File: src/rtl/calc_seq_ctrl.sv
// calc_seq_ctrl: turns one-cycle button strobes into register-file and ALU
// control. Every output is registered. The ALU start/done handshake is
// guarded by a timeout.
module calc_seq_ctrl #(
  parameter int WIDTH   = 8,
  parameter int TIMEOUT = 16
) (
  input  logic             clk,
  input  logic             rst,
  input  logic [9:0]       pb,
  output logic [WIDTH-1:0] entry,
  output logic             rf_we,
  output logic [1:0]       rf_waddr,
  output logic [1:0]       rf_raddr_a,
  output logic [1:0]       rf_raddr_b,
  output logic             alu_op,
  output logic             alu_start,
  input  logic             alu_done,
  input  logic             alu_ovf,
  output logic             disp_sel,
  output logic             blue,
  output logic             red
);
  localparam int CW = $clog2(TIMEOUT) + 1;

  typedef enum logic [2:0] {
    S_IDLE, S_WRITE, S_RD_A, S_RD_B, S_RD_OP, S_EXEC, S_SHOW, S_ERR
  } state_t;

  state_t           state_q, state_d;
  logic [WIDTH-1:0] entry_q, entry_d;
  logic             we_q, we_d, start_q, start_d, op_q, op_d;
  logic [1:0]       waddr_q, waddr_d, ra_q, ra_d, rb_q, rb_d;
  logic             disp_q, disp_d, blue_q, blue_d, red_q, red_d;
  logic [CW-1:0]    cnt_q, cnt_d;

  // A strobe is acted on only if exactly one button bit is set.
  logic       pb_one;
  logic       sel_hit;
  logic [1:0] sel_idx;
  assign pb_one  = (pb != 10'd0) && ((pb & (pb - 10'd1)) == 10'd0);
  assign sel_hit = |pb[9:6];
  assign sel_idx = pb[7] ? 2'd1 : pb[8] ? 2'd2 : pb[9] ? 2'd3 : 2'd0;

  // Next-state and output decode; strobes are one-shot, so rf_we and
  // alu_start default low each cycle.
  always_comb begin
    state_d = state_q;
    entry_d = entry_q;
    we_d    = 1'b0;
    start_d = 1'b0;
    op_d    = op_q;
    waddr_d = waddr_q;
    ra_d    = ra_q;
    rb_d    = rb_q;
    disp_d  = disp_q;
    red_d   = red_q;
    cnt_d   = cnt_q;
    if (state_q == S_EXEC) begin
      // Buttons are ignored here. If done arrives on the last count it
      // takes priority over the timeout.
      if (alu_done) begin
        red_d   = alu_ovf;
        disp_d  = 1'b1;
        state_d = S_SHOW;
      end else if (cnt_q == CW'(TIMEOUT - 1)) begin
        red_d   = 1'b1;
        state_d = S_ERR;
      end else begin
        cnt_d = cnt_q + 1'b1;
      end
    end else if (pb_one) begin
      // Write mode always starts from a clear entry, whatever state it is
      // entered from.
      if (pb[2]) begin
        entry_d = '0;
        disp_d  = 1'b0;
        red_d   = 1'b0;
        state_d = S_WRITE;
      end else begin
        unique case (state_q)
          S_IDLE:  if (pb[3]) state_d = S_RD_A;
          S_WRITE: begin
            if (pb[0] || pb[1]) entry_d = {entry_q[WIDTH-2:0], pb[1]};
            else if (pb[3]) state_d = S_RD_A;
            else if (sel_hit && !we_q) begin
              // Back-to-back register writes are dropped.
              we_d    = 1'b1;
              waddr_d = sel_idx;
              entry_d = '0;
            end
          end
          S_RD_A: if (sel_hit) begin ra_d = sel_idx; state_d = S_RD_B; end
          S_RD_B: if (sel_hit) begin rb_d = sel_idx; state_d = S_RD_OP; end
          S_RD_OP: if (pb[4] || pb[5]) begin
            op_d    = pb[5];
            start_d = 1'b1;
            cnt_d   = '0;
            state_d = S_EXEC;
          end
          S_SHOW, S_ERR: if (pb[3]) begin
            disp_d  = 1'b0;
            red_d   = 1'b0;
            state_d = S_RD_A;
          end
          default: state_d = S_IDLE;
        endcase
      end
    end
    blue_d = (state_d == S_EXEC);
  end

  // State and output registers; reset clears everything to IDLE.
  always_ff @(posedge clk) begin
    if (rst) begin
      state_q <= S_IDLE;
      entry_q <= '0;
      we_q    <= 1'b0;
      start_q <= 1'b0;
      op_q    <= 1'b0;
      waddr_q <= '0;
      ra_q    <= '0;
      rb_q    <= '0;
      disp_q  <= 1'b0;
      blue_q  <= 1'b0;
      red_q   <= 1'b0;
      cnt_q   <= '0;
    end else begin
      state_q <= state_d;
      entry_q <= entry_d;
      we_q    <= we_d;
      start_q <= start_d;
      op_q    <= op_d;
      waddr_q <= waddr_d;
      ra_q    <= ra_d;
      rb_q    <= rb_d;
      disp_q  <= disp_d;
      blue_q  <= blue_d;
      red_q   <= red_d;
      cnt_q   <= cnt_d;
    end
  end

  assign entry      = entry_q;
  assign rf_we      = we_q;
  assign rf_waddr   = waddr_q;
  assign rf_raddr_a = ra_q;
  assign rf_raddr_b = rb_q;
  assign alu_op     = op_q;
  assign alu_start  = start_q;
  assign disp_sel   = disp_q;
  assign blue       = blue_q;
  assign red        = red_q;
endmodule

File: config.mk
export PLATFORM = sky130hd
export DESIGN_NAME = calc_seq_ctrl
export DESIGN_NICKNAME = d
export VERILOG_FILES = /design/src/rtl/calc_seq_ctrl.sv
export SDC_FILE = /design/constraint.sdc
export NUM_CORES = 1
export LEC_CHECK = 0
export ABC_AREA = 1
export CORE_MARGIN = 4
export CORE_UTILIZATION = 54
export DETAILED_ROUTE_END_ITERATION = 8
export PLACE_DENSITY = 0.8
export SYNTH_ARGS = -nofsm -noshare
export SYNTH_HDL_FRONTEND = slang
export SYNTH_SLANG_ARGS = --single-unit
File: constraint.sdc
create_clock -name clk -period 3.1 [get_ports clk]
set_input_delay 0.62 -clock clk [delete_from_list [all_inputs] [get_ports clk]]
set_output_delay 0.62 -clock clk [all_outputs]
set_load 0.02 [all_outputs]
== Word level (Yosys, flattened, before mapping) ==
Cells that the tools add are included.
Storage, ports and cells
  logic and storage cells: 102
  register bits after elaboration: 28
  bits of input ports: 14
Cells by class
  $add $sub $neg: 2
  equality and inequality tests: 15
  bitwise operators: 8
  reduce and logical (&&, ||, !) cells: 28
  muxes and demuxes: 37
Operator list (number)
  8-bit 2-to-1 mux: 5
  5-bit 2-to-1 mux: 7
  3-bit 2-to-1 mux: 10
  5-bit AND reduction: 4
  3-bit equality test (second input constant): 5
  3-bit one-hot mux with 5 select lines: 1
  1-bit 2-to-1 mux: 11
  10-bit bitwise AND: 1
  10-bit logical NOT: 1
  10-bit nonzero test: 1
  10-bit by 1-bit subtractor with 10-bit output (second input constant): 1
  3-bit nonzero test: 3
  4-bit AND reduction: 2
  2-bit nonzero test: 4
  1-bit NOT: 7
  7-bit AND reduction: 1
  7-bit OR reduction: 1
  3-bit by 2-bit equality test with 1-bit output (second input constant): 2
  2-bit 2-to-1 mux: 3
  2-bit != test (second input constant): 3
  3-bit by 2-bit != test with 1-bit output (second input constant): 2
  6-bit AND reduction: 1
  5-bit by 1-bit adder with 5-bit output (second input constant): 1
  5-bit by 4-bit equality test with 1-bit output (second input constant): 1
  other kinds (10): 12

== Logic depth before layout (Yosys ltp) ==
Gate-level depths: netlist of the first run.
  word-level depth: 7
  gate-level depth with buffers: 14
  gate-level depth less buffers: 12

== Worst setup path before layout of the first run ==
No wires, ideal clock.
  path type: input to register
  start point: input pb[3]
  end point: register op_q, in the netlist alu_op
  data required time: 2987 ps
  setup slack: 1301 ps
  buffers on the path: 2
  library setup time: 113 ps
  stages on the path: 12
  arrival time: 1686 ps
  cell sequence: buf_2 -> nor2_2 -> nand3_1 -> nor2_1 -> nor2_1 -> nor2_2 -> nand2_2 -> inv_2 -> buf_6 -> nand2_2 -> o21ai_1 -> nor2_1
Between the ends
  cells in the longest elaborated chain, start to end: 5
Ends and longest elaborated chain
  from (decl): line 10  | input logic [9:0] pb,
  10-bit by 1-bit subtractor with 10-bit output: line 41  | assign pb_one = (pb != 10'd0) && ((pb & (pb - 10'd1)) == 10'd0);
  10-bit bitwise AND: line 41
  10-bit logical NOT: line 41
  1-bit logical AND (*): line 41
  5-bit AND reduction (no line) (*)
  to (signal assigned): line 133  | op_q <= op_d;
  to (decl): line 32  | logic we_q, we_d, start_q, start_d, op_q, op_d;
Every way passes the cells marked *; elsewhere a longest branch is shown, timed or not.
A chain may end at the register's enable or synchronous reset.

== Worst setup path in the final report of the first run ==
  start point: input pb[2]
  end point: register entry_q[3], in the netlist entry[3]
Between the ends
  cells in the longest elaborated chain, start to end: 5
Ends and longest elaborated chain
  10-bit by 1-bit subtractor with 10-bit output: line 41
  10-bit bitwise AND: line 41
  10-bit logical NOT: line 41
  1-bit logical AND: line 41
  5-bit AND reduction (no line)
  to (signal assigned): line 130  | entry_q <= entry_d;
  to (decl): line 31  | logic [WIDTH-1:0] entry_q, entry_d;
Several ways; a longest one is shown, not always the timed one.

==> run_results.csv, run 1 <==
group,metric,value,unit
finish,n_antenna_cell,0,
drt,vias,1573,
finish,syn_to_final_growth,26.0,%
clock_tree,clkTransAtPathRegs,0.14,ns
place,dp_hpwl,2600,um
sta,tns,0,ns
run,drv_cap,0,
worst_setup_path,crit_required,3.33,ns
synth,syn_avg_cell_area,6.27,um2
clock_tree,insertion_delay,0.34,ns
sta,fin_crit_sh,0.729,
finish,mostFrequentLayoutCells,"67 x nand2_1, 38 x nor2_1, 36 x inv_1",
global_route,grt_usage,0.199,
clock_tree,ctsResizeCount,0,
finish,drive_gt1_frac,0.0641,
finish,final_area,0.00196,mm2
sta,hold_violations,0,
clock_tree,cts.sinks,28,
worst_hold_path,min_path_type,"reg2reg",
global_route,grt_overflow,0,
clock_tree,post-cts-setup-buffers,0,
synth,async_flop_share,0,
drt,viasPerCell,5.04,
global_route,antenna_found_initial,0,
pwr,leakage,0.839,nW
synth,synth_fp_nets,264,
clock_tree,cts.hold.buffers_added,0,
finish,nNetsFinal,298,
worst_setup_path,worstPathArrival,2.49,ns
synth,ys_seq_elements,28,
sta,fmax,0.443,GHz
sta,worst_pin_slew,0.391,ns
synth,synth_edf_count,0,
sta,fin_skew,0.0133,ns
finish,nFillCells,249,
pwr,power_density,341,mW/mm2
sta,slew_viol_final,0,
worst_setup_path,cp-start-kind,"primary input",
finish,final_common_cell,"nand2_1",
sta,rsz0062_at_grt,"no",
synth,ys.flop_type,"dfxtp_1",
drt,routed_wl,3500,um
synth,ys_seq_area_frac,0.360,
place,pre_cts_ws,0.509,ns
drt,initialDrtViolationCount,81,
worst_setup_path,path_max_fanout,14,
drt,firstDrtPassIters,6,
synth,synth_area,0.00156,mm2
place,io_buffers,33,
clock_tree,cts-root-buf,"clkbuf_4",
place,place_congestion,0.946,
global_route,grt_max_degree,18,
finish,final_util,0.711,
drt,wl_per_cell,11.2,um
worst_setup_path,crit_path_end_kind,"flop",
floorplan,dieArea,0.00380,mm2
floorplan,die_x,61.7,um
global_route,grt_pass1_vias,1356,
clock_tree,h-tree-depth,1,
synth,synth_cells,248,
clock_tree,cts_tree,"done",
synth,ys_types,27,
drt,drt.antenna.violating_nets,0,
sta,period_needed,2.26,ns
sta,setup_viol_count_final,0,
worst_setup_path,critPathKind,"in2reg",
clock_tree,clk_path_buf_depth,2,
sta,relSlewSlack,0.739,
place,place_area,0.00191,mm2
global_route,grt_first_pass_wirelength,5800,um
clock_tree,cts_buffers,3,
floorplan,ioPinCount,34,
floorplan,start_util,0.564,
sta,setup_ws,0.841,ns
drt,drc,0,
floorplan,coreArea,0.00276,mm2
synth,yosys_warnings,0,
outcome,outcome,"completed",
floorplan,num_rows,19,
floorplan,die_h,61.7,um
pwr,ir_drop,0.252,mV
[area by class of cell]
class | count | area [um2] | share of cell area
inverters | 37 | 139 | 0.0709
flip-flops and latches | 28 | 561 | 0.286
multi-input cells | 177 | 823 | 0.420
clock buffers | 3 | 22.5 | 0.0115
clock inverters | 1 | 30.0 | 0.0153
repair buffers | 35 | 345 | 0.176
well taps | 31 | 38.8 | 0.0198
[registers in the layout (all words and copies together) (netlist names)]
| signal | cells |
|---|---|
| cnt_q | 5 |
| entry | 8 |
| rf_raddr_a | 2 |
| blue | 1 |
| rf_raddr_b | 2 |
| alu_start | 1 |
| disp_sel | 1 |
| state_q | 3 |
| rf_we | 1 |
| red | 1 |
| rf_waddr | 2 |
| alu_op | 1 |
[synthesized netlist by cell type, types with 2 or more instances]
cell | instances | area share
ha_1 | 2 | 0.016
nand3_1 | 18 | 0.058
nor2_1 | 38 | 0.092
nand4_1 | 8 | 0.032
clkbuf_1 | 3 | 0.0072
nand2_2 | 4 | 0.016
o21ai_0 | 5 | 0.016
dfxtp_1 | 28 | 0.36
nor3_1 | 2 | 0.0064
nand2_1 | 67 | 0.16
nor2_2 | 4 | 0.016
buf_2 | 2 | 0.0064
inv_1 | 36 | 0.087
o21ai_1 | 3 | 0.0097
a21oi_1 | 16 | 0.051
[worst max-delay path: stages]
cell	delay (ns)
clkdlybuf4s50_1	0.51
inv_1	0.23
nand2_2	0.11
o21ai_1	0.15
nand2_1	0.07
nor2_2	0.12
nand2_2	0.09
inv_2	0.20
nand2_1	0.22
nand2_1	0.10
a21oi_1	0.06
[metal layers]
metal | vias to the layer above | global-route usage | routed length [um]
li1 | 843 | - | -
met1 | 674 | 0.284 | 1730
met2 | 52 | 0.311 | 1500
met3 | 4 | 0.0252 | 250
met4 | 0 | 0.0636 | 29
met5 | - | 0 | 0
[stage by stage]
step                      power, W  std cells  hold slack, ns
after CTS                 0.000672        312           0.479
final                     0.000669        312           0.476
after floorplan           0.000403        248           0.441
after detailed placement  0.000432        308           0.458
after global routing      0.000692        312           0.520
after global placement    0.000433        308           0.451
[power by group]
group / leakage, nW / internal, W / total [W] / switching (W)
registers: 0.225 / 0.000360 / 0.000361 / 0.000000391
clock network: 0.0279 / 0.000131 / 0.000243 / 0.000112
logic: 0.585 / 0.0000272 / 0.0000649 / 0.0000377
total: 0.839 / 0.000518 / 0.000669 / 0.000150
[logic make-up after synthesis]
family          after synthesis  share of synthesized area
flops                        28                      0.360
fa+ha+maj                     2                     0.0161
compound gates               28                     0.0982
simple gates                146                      0.409
xor+xnor                      1                    0.00563
buf+inv                      43                      0.110
[worst paths after layout]
path,start,end,slack (ns),cells after the start
worst max-delay path,pb[2],entry[3],0.84,11
worst min-delay path,entry[7],entry[7],0.48,2
worst max register to register,state_q[2],cnt_q[0],1.36,9
worst min register to register,entry[7],entry[7],0.48,2
Power figures use the tool's default switching activity.
==> run 2: changes to the inputs <==
--- a/config.mk
+++ b/config.mk
@@ -7,9 +7,9 @@
 export LEC_CHECK = 0
 export ABC_AREA = 1
 export CORE_MARGIN = 4
-export CORE_UTILIZATION = 54
+export CORE_UTILIZATION = 45
 export DETAILED_ROUTE_END_ITERATION = 8
-export PLACE_DENSITY = 0.8
+export PLACE_DENSITY = 0.71
 export SYNTH_ARGS = -nofsm -noshare
 export SYNTH_HDL_FRONTEND = slang
 export SYNTH_SLANG_ARGS = --single-unit
==> constraint.sdc (replaced) <==
create_clock -name clk -period 1.9 [get_ports clk]
set_input_delay 0.38 -clock clk [delete_from_list [all_inputs] [get_ports clk]]
set_output_delay 0.38 -clock clk [all_outputs]
set_load 0.02 [all_outputs]
==> run 2 against run 1 <==
Sequential share of layout area fell by 3.2 points. Clock skew down 0.0074 ns. Die area is 17% higher. Sequential power is 63% higher. Combinational power increased by 110%. Via count rose by 6.5%. Worst hold slack improved by 0.0012 ns. Clock power rose by 66%. Non-clock buffer count rose by 25. Total power up 69%. Utilization shrank 5.0 points. Critical endpoint is now state_q[2].
==> run_results.csv, run 2 (synthesis gave the netlist of run 1 again) <==
group,metric,value,unit
finish,largest_reg_flops,8,
finish,drive_gt1_frac,0.160,
floorplan,die_h,66.8,um
worst_setup_path,r2r_slack,0.29,ns
drt,wl_per_cell,11.0,um
clock_tree,cts_buffers,3,
drt,firstDrtPassIters,4,
floorplan,dieArea,0.00446,mm2
finish,mostFrequentLayoutCells,"66 x nand2_1, 36 x nor2_1, 35 x inv_1",
finish,n_antenna_cell,0,
place,io_buffers,33,
worst_setup_path,path_max_fanout,10,
clock_tree,clkTransAtPathRegs,0.16,ns
global_route,grt_max_degree,17,
drt,drc,0,
worst_setup_path,crit_required,2.15,ns
floorplan,num_rows,21,
place,place_congestion,0.917,
sta,fmax,0.554,GHz
worst_setup_path,cp-start-kind,"primary input",
sta,slew_viol_final,0,
sta,worst_pin_slew,0.407,ns
drt,drt.antenna.violating_nets,0,
place,placed_cells,347,
clock_tree,insertion_delay,0.35,ns
floorplan,start_util,0.466,
outcome,outcome,"completed",
finish,final_area,0.00220,mm2
floorplan,die_x,66.8,um
floorplan,coreArea,0.00334,mm2
sta,setup_viol_count_final,0,
place,dp_hpwl,2780,um
pwr,ir_drop,0.328,mV
drt,initialDrtViolationCount,139,
clock_tree,cts.hold.buffers_added,0,
clock_tree,clk_path_buf_depth,2,
sta,fin_hold_ws,0.478,ns
clock_tree,h-tree-depth,1,
global_route,grt_usage,0.193,
finish,final_common_cell,"nand2_1",
sta,fin_skew,0.00598,ns
finish,syn_to_final_growth,41.8,%
sta,relSlewSlack,0.728,
pwr,power_density,513,mW/mm2
sta,hold_violations,0,
worst_setup_path,crit_path_end_kind,"flop",
finish,fin_cells,352,
worst_setup_path,worstPathArrival,2.05,ns
run,drv_cap,0,
global_route,grt_pass1_vias,1646,
clock_tree,cts.sinks,28,
pwr,leakage,0.990,nW
sta,period_needed,1.80,ns
drt,routed_wl,3870,um
clock_tree,cts-root-buf,"clkbuf_4",
global_route,grt_first_pass_wirelength,6810,um
global_route,grt_overflow,0,
drt,vias,1675,
worst_setup_path,critPathKind,"in2reg",
global_route,antenna_found_initial,0,
drt,viasPerCell,4.76,
worst_hold_path,min_path_type,"reg2reg",
finish,nNetsFinal,323,
place,place_area,0.00212,mm2
clock_tree,cts_tree,"done",
floorplan,ioPinCount,34,
sta,fin_crit_sh,0.949,
finish,nFillCells,324,
## run 2: cell count changes in the layout (fill, tap and decap cells not counted), moves of 2 or more
cell,previous run,this run
buf_4,2,26
clkdlybuf4s50_1,33,30
dlymetal6s2s_1,0,3
nor2_1,38,36
nor2_2,4,6
## run 2: per-stage QoR
step / total power (W) / utilization / TNS, ns / setup slack [ns]
after CTS: 0.00113 / 0.651 / 0 / 0.0879
after global routing: 0.00117 / 0.661 / -0.0245 / -0.0155
after floorplan: 0.000657 / - / 0 / 0.341
after detailed placement: 0.000736 / 0.635 / -5.99 / -0.280
final: 0.00113 / 0.661 / 0 / 0.0961
after global placement: 0.000736 / 0.635 / -5.37 / -0.242
## run 2: layout make-up
type / count / area [um2] / share of cell area
multi-input cells: 177 / 840 / 0.381
inverters: 37 / 141 / 0.0641
clock inverters: 1 / 30.0 / 0.0136
flip-flops and latches: 28 / 561 / 0.254
clock buffers: 3 / 22.5 / 0.0102
repair buffers: 60 / 553 / 0.251
well taps: 46 / 57.6 / 0.0261
## run 2: report_power, final
part	internal [W]	switching, W
clock network	0.000214	0.000190
logic	0.0000692	0.0000703
registers	0.000588	0.000000644
total	0.000871	0.000261
## run 2: layer usage
layer | global-route usage | vias to the layer above | wire, um
met5 | 0 | - | 0
met4 | 0.0558 | 0 | 63
met3 | 0.0304 | 9 | 215
met2 | 0.327 | 37 | 1740
met1 | 0.250 | 732 | 1850
li1 | - | 897 | -
## run 2: path summary, 6_finish.rpt
check                start    endpoint  depth (start not counted)
setup / recovery     pb[5]  state_q[2]                         13
hold / removal    entry[7]    entry[7]                          2
setup reg to reg  cnt_q[0]    cnt_q[0]                         10
hold reg to reg   entry[7]    entry[7]                          2
## run 2: worst max-delay path: stages
cell and delay (ns):
clkdlybuf4s50_1 0.43, nor2_2 0.17, buf_4 0.14, inv_1 0.05
nor2_1 0.10, nand2_1 0.05, nand2_1 0.07, nor2_2 0.05
nand2_2 0.13, inv_4 0.08, buf_12 0.14, o21ai_0 0.19
a21oi_1 0.07
## run 2: timing repair
item,CTS,global route
setup buffers,0,1
gates resized for setup,0,11
setup endpoints to repair,0,21
==> run 3: changes to the inputs <==
--- a/config.mk
+++ b/config.mk
@@ -6,8 +6,10 @@
 export NUM_CORES = 1
 export LEC_CHECK = 0
 export ABC_AREA = 1
+export CELL_PAD_IN_SITES_DETAIL_PLACEMENT = 0
+export CELL_PAD_IN_SITES_GLOBAL_PLACEMENT = 1
 export CORE_MARGIN = 4
-export CORE_UTILIZATION = 45
+export CORE_UTILIZATION = 31
 export DETAILED_ROUTE_END_ITERATION = 8
 export PLACE_DENSITY = 0.71
 export SYNTH_ARGS = -nofsm -noshare
==> run 3 against run 2 <==
Clock power up 17%. Register-to-register slack gained 0.03 ns. Sequential power about the same. First-iteration DRC count down 22%. Wire length up 4.1%. Combinational power grew 6%. Via count hardly changed. Largest cell class unchanged. Critical path depth decreased by 2.
==> run_results.csv, run 3 (synthesis gave the netlist of run 1 again) <==
group,metric,value,unit
finish,largest_reg_flops,8,
worst_setup_path,path_max_fanout,7,
worst_setup_path,worstPathArrival,1.96,ns
clock_tree,cts_buffers,3,
sta,period_needed,1.78,ns
sta,rsz0062_at_grt,"yes",
finish,nNetsFinal,328,
sta,fin_skew,0.00431,ns
sta,fmax,0.563,GHz
finish,final_util,0.484,
sta,relSlewSlack,0.788,
clock_tree,insertion_delay,0.27,ns
floorplan,die_x,78.8,um
outcome,outcome,"completed",
sta,slew_viol_final,0,
drt,viasPerCell,4.43,
worst_hold_path,min_path_type,"reg2reg",
clock_tree,cts.hold.buffers_added,0,
floorplan,num_rows,25,
clock_tree,cts-root-buf,"clkbuf_8",
drt,wl_per_cell,10.6,um
clock_tree,cts.sinks,28,
clock_tree,h-tree-depth,1,
drt,drt.antenna.violating_nets,0,
drt,wl_met2,1690,um
worst_setup_path,critPathKind,"in2reg",
worst_setup_path,crit_required,2.08,ns
worst_setup_path,crit_path_end_kind,"flop",
pwr,power,0.00121,W
global_route,grt_overflow,0,
drt,routed_wl,4020,um
global_route,grt_pass1_vias,1571,
clock_tree,cts_tree,"done",
place,io_buffers,33,
sta,setup_ws,0.123,ns
pwr,leakage,1.06,nW
floorplan,coreArea,0.00479,mm2
sta,worst_pin_slew,0.316,ns
finish,final_area,0.00232,mm2
place,place_congestion,0.854,
sta,fin_crit_sh,0.935,
drt,drc,0,
global_route,grt_usage,0.138,
drt,vias,1676,
place,place_area,0.00216,mm2
floorplan,die_h,78.8,um
global_route,antenna_found_initial,0,
finish,n_antenna_cell,0,
drt,wl_met1,2100,um
worst_setup_path,cp-start-kind,"primary input",
worst_setup_path,r2r_slack,0.32,ns
floorplan,dieArea,0.00621,mm2
floorplan,ioPinCount,34,
global_route,grt_max_degree,17,
sta,fin_hold_ws,0.470,ns
pwr,power_density,522,mW/mm2
drt,firstDrtPassIters,4,
drt,top_layer_used,"met4",
drt,initialDrtViolationCount,109,
clock_tree,clk_path_buf_depth,2,
drt,met3_length,205,um
finish,mostFrequentLayoutCells,"64 x nand2_1, 36 x inv_1, 36 x nor2_1",
global_route,grt_first_pass_wirelength,7110,um
place,dp_hpwl,3080,um
place,pre_cts_ws,-0.336,ns
run,drv_cap,0,
finish,drive_gt1_frac,0.186,
floorplan,start_util,0.325,
finish,syn_to_final_growth,48.9,%
sta,hold_violations,0,
clock_tree,clkTransAtPathRegs,0.10,ns
sta,setup_viol_count_final,0,
pwr,ir_drop,0.237,mV
finish,final_common_cell,"nand2_1",
run 3: cell count changes in the layout (fill, tap and decap cells not counted), sizes merged:
cell | before | now
buf | 27 | 32
clkdlybuf4s50 | 30 | 28
dlymetal6s2s | 3 | 5
run 3: critical path, cell delays in order:
cell and delay (ns):
clkdlybuf4s50_1 0.43, nor2_2 0.18, nand3_2 0.11, nor2_2 0.09
nor2_1 0.06, nor2_2 0.19, nand2_4 0.10, inv_4 0.11
nand2_1 0.13, o21ai_1 0.14, nor2_1 0.05
run 3: worst paths after layout:
path / cells past startpoint / to / start
worst max-delay path: 11 / rf_waddr[1] / pb[4]
worst min-delay path: 2 / cnt_q[4] / cnt_q[4]
worst max register to register: 9 / cnt_q[4] / cnt_q[0]
worst min register to register: 2 / cnt_q[4] / cnt_q[4]
run 3: cell type report:
class	instances	area (um2)
Inverter	37	141
Fill cell	509	2470
Tap cell	67	83.8
Clock inverter	1	30.0
Sequential cell	28	561
Multi-Input combinational cell	177	868
Timing Repair Buffer	65	591
Clock buffer	3	41.3
run 3: routing by layer:
metal / vias up / global-route usage
met5: - / 0
met4: 0 / 0.0361
met3: 2 / 0.0238
met2: 36 / 0.207
met1: 734 / 0.203
li1: 904 / -
run 3: power by group:
group	total [W]	internal, W	switching [W]
Clock	0.000474	0.000282	0.000192
Combinational	0.000147	0.0000731	0.0000736
Sequential	0.000588	0.000587	0.000000652
Total	0.00121	0.000942	0.000267
run 3: repair_timing:
item                       in CTS  in global routing
pin swaps                       1                  6
setup endpoints to repair      12                 27
gates resized for setup         4                 18
setup buffers                   1                  1
run 3: stage by stage:
stage / TNS [ns] / std cells
after global placement: -6.07 / 372
after global routing: -0.101 / 378
after floorplan: 0 / 248
after detailed placement: -6.94 / 372
final: 0 / 378
after CTS: 0 / 377
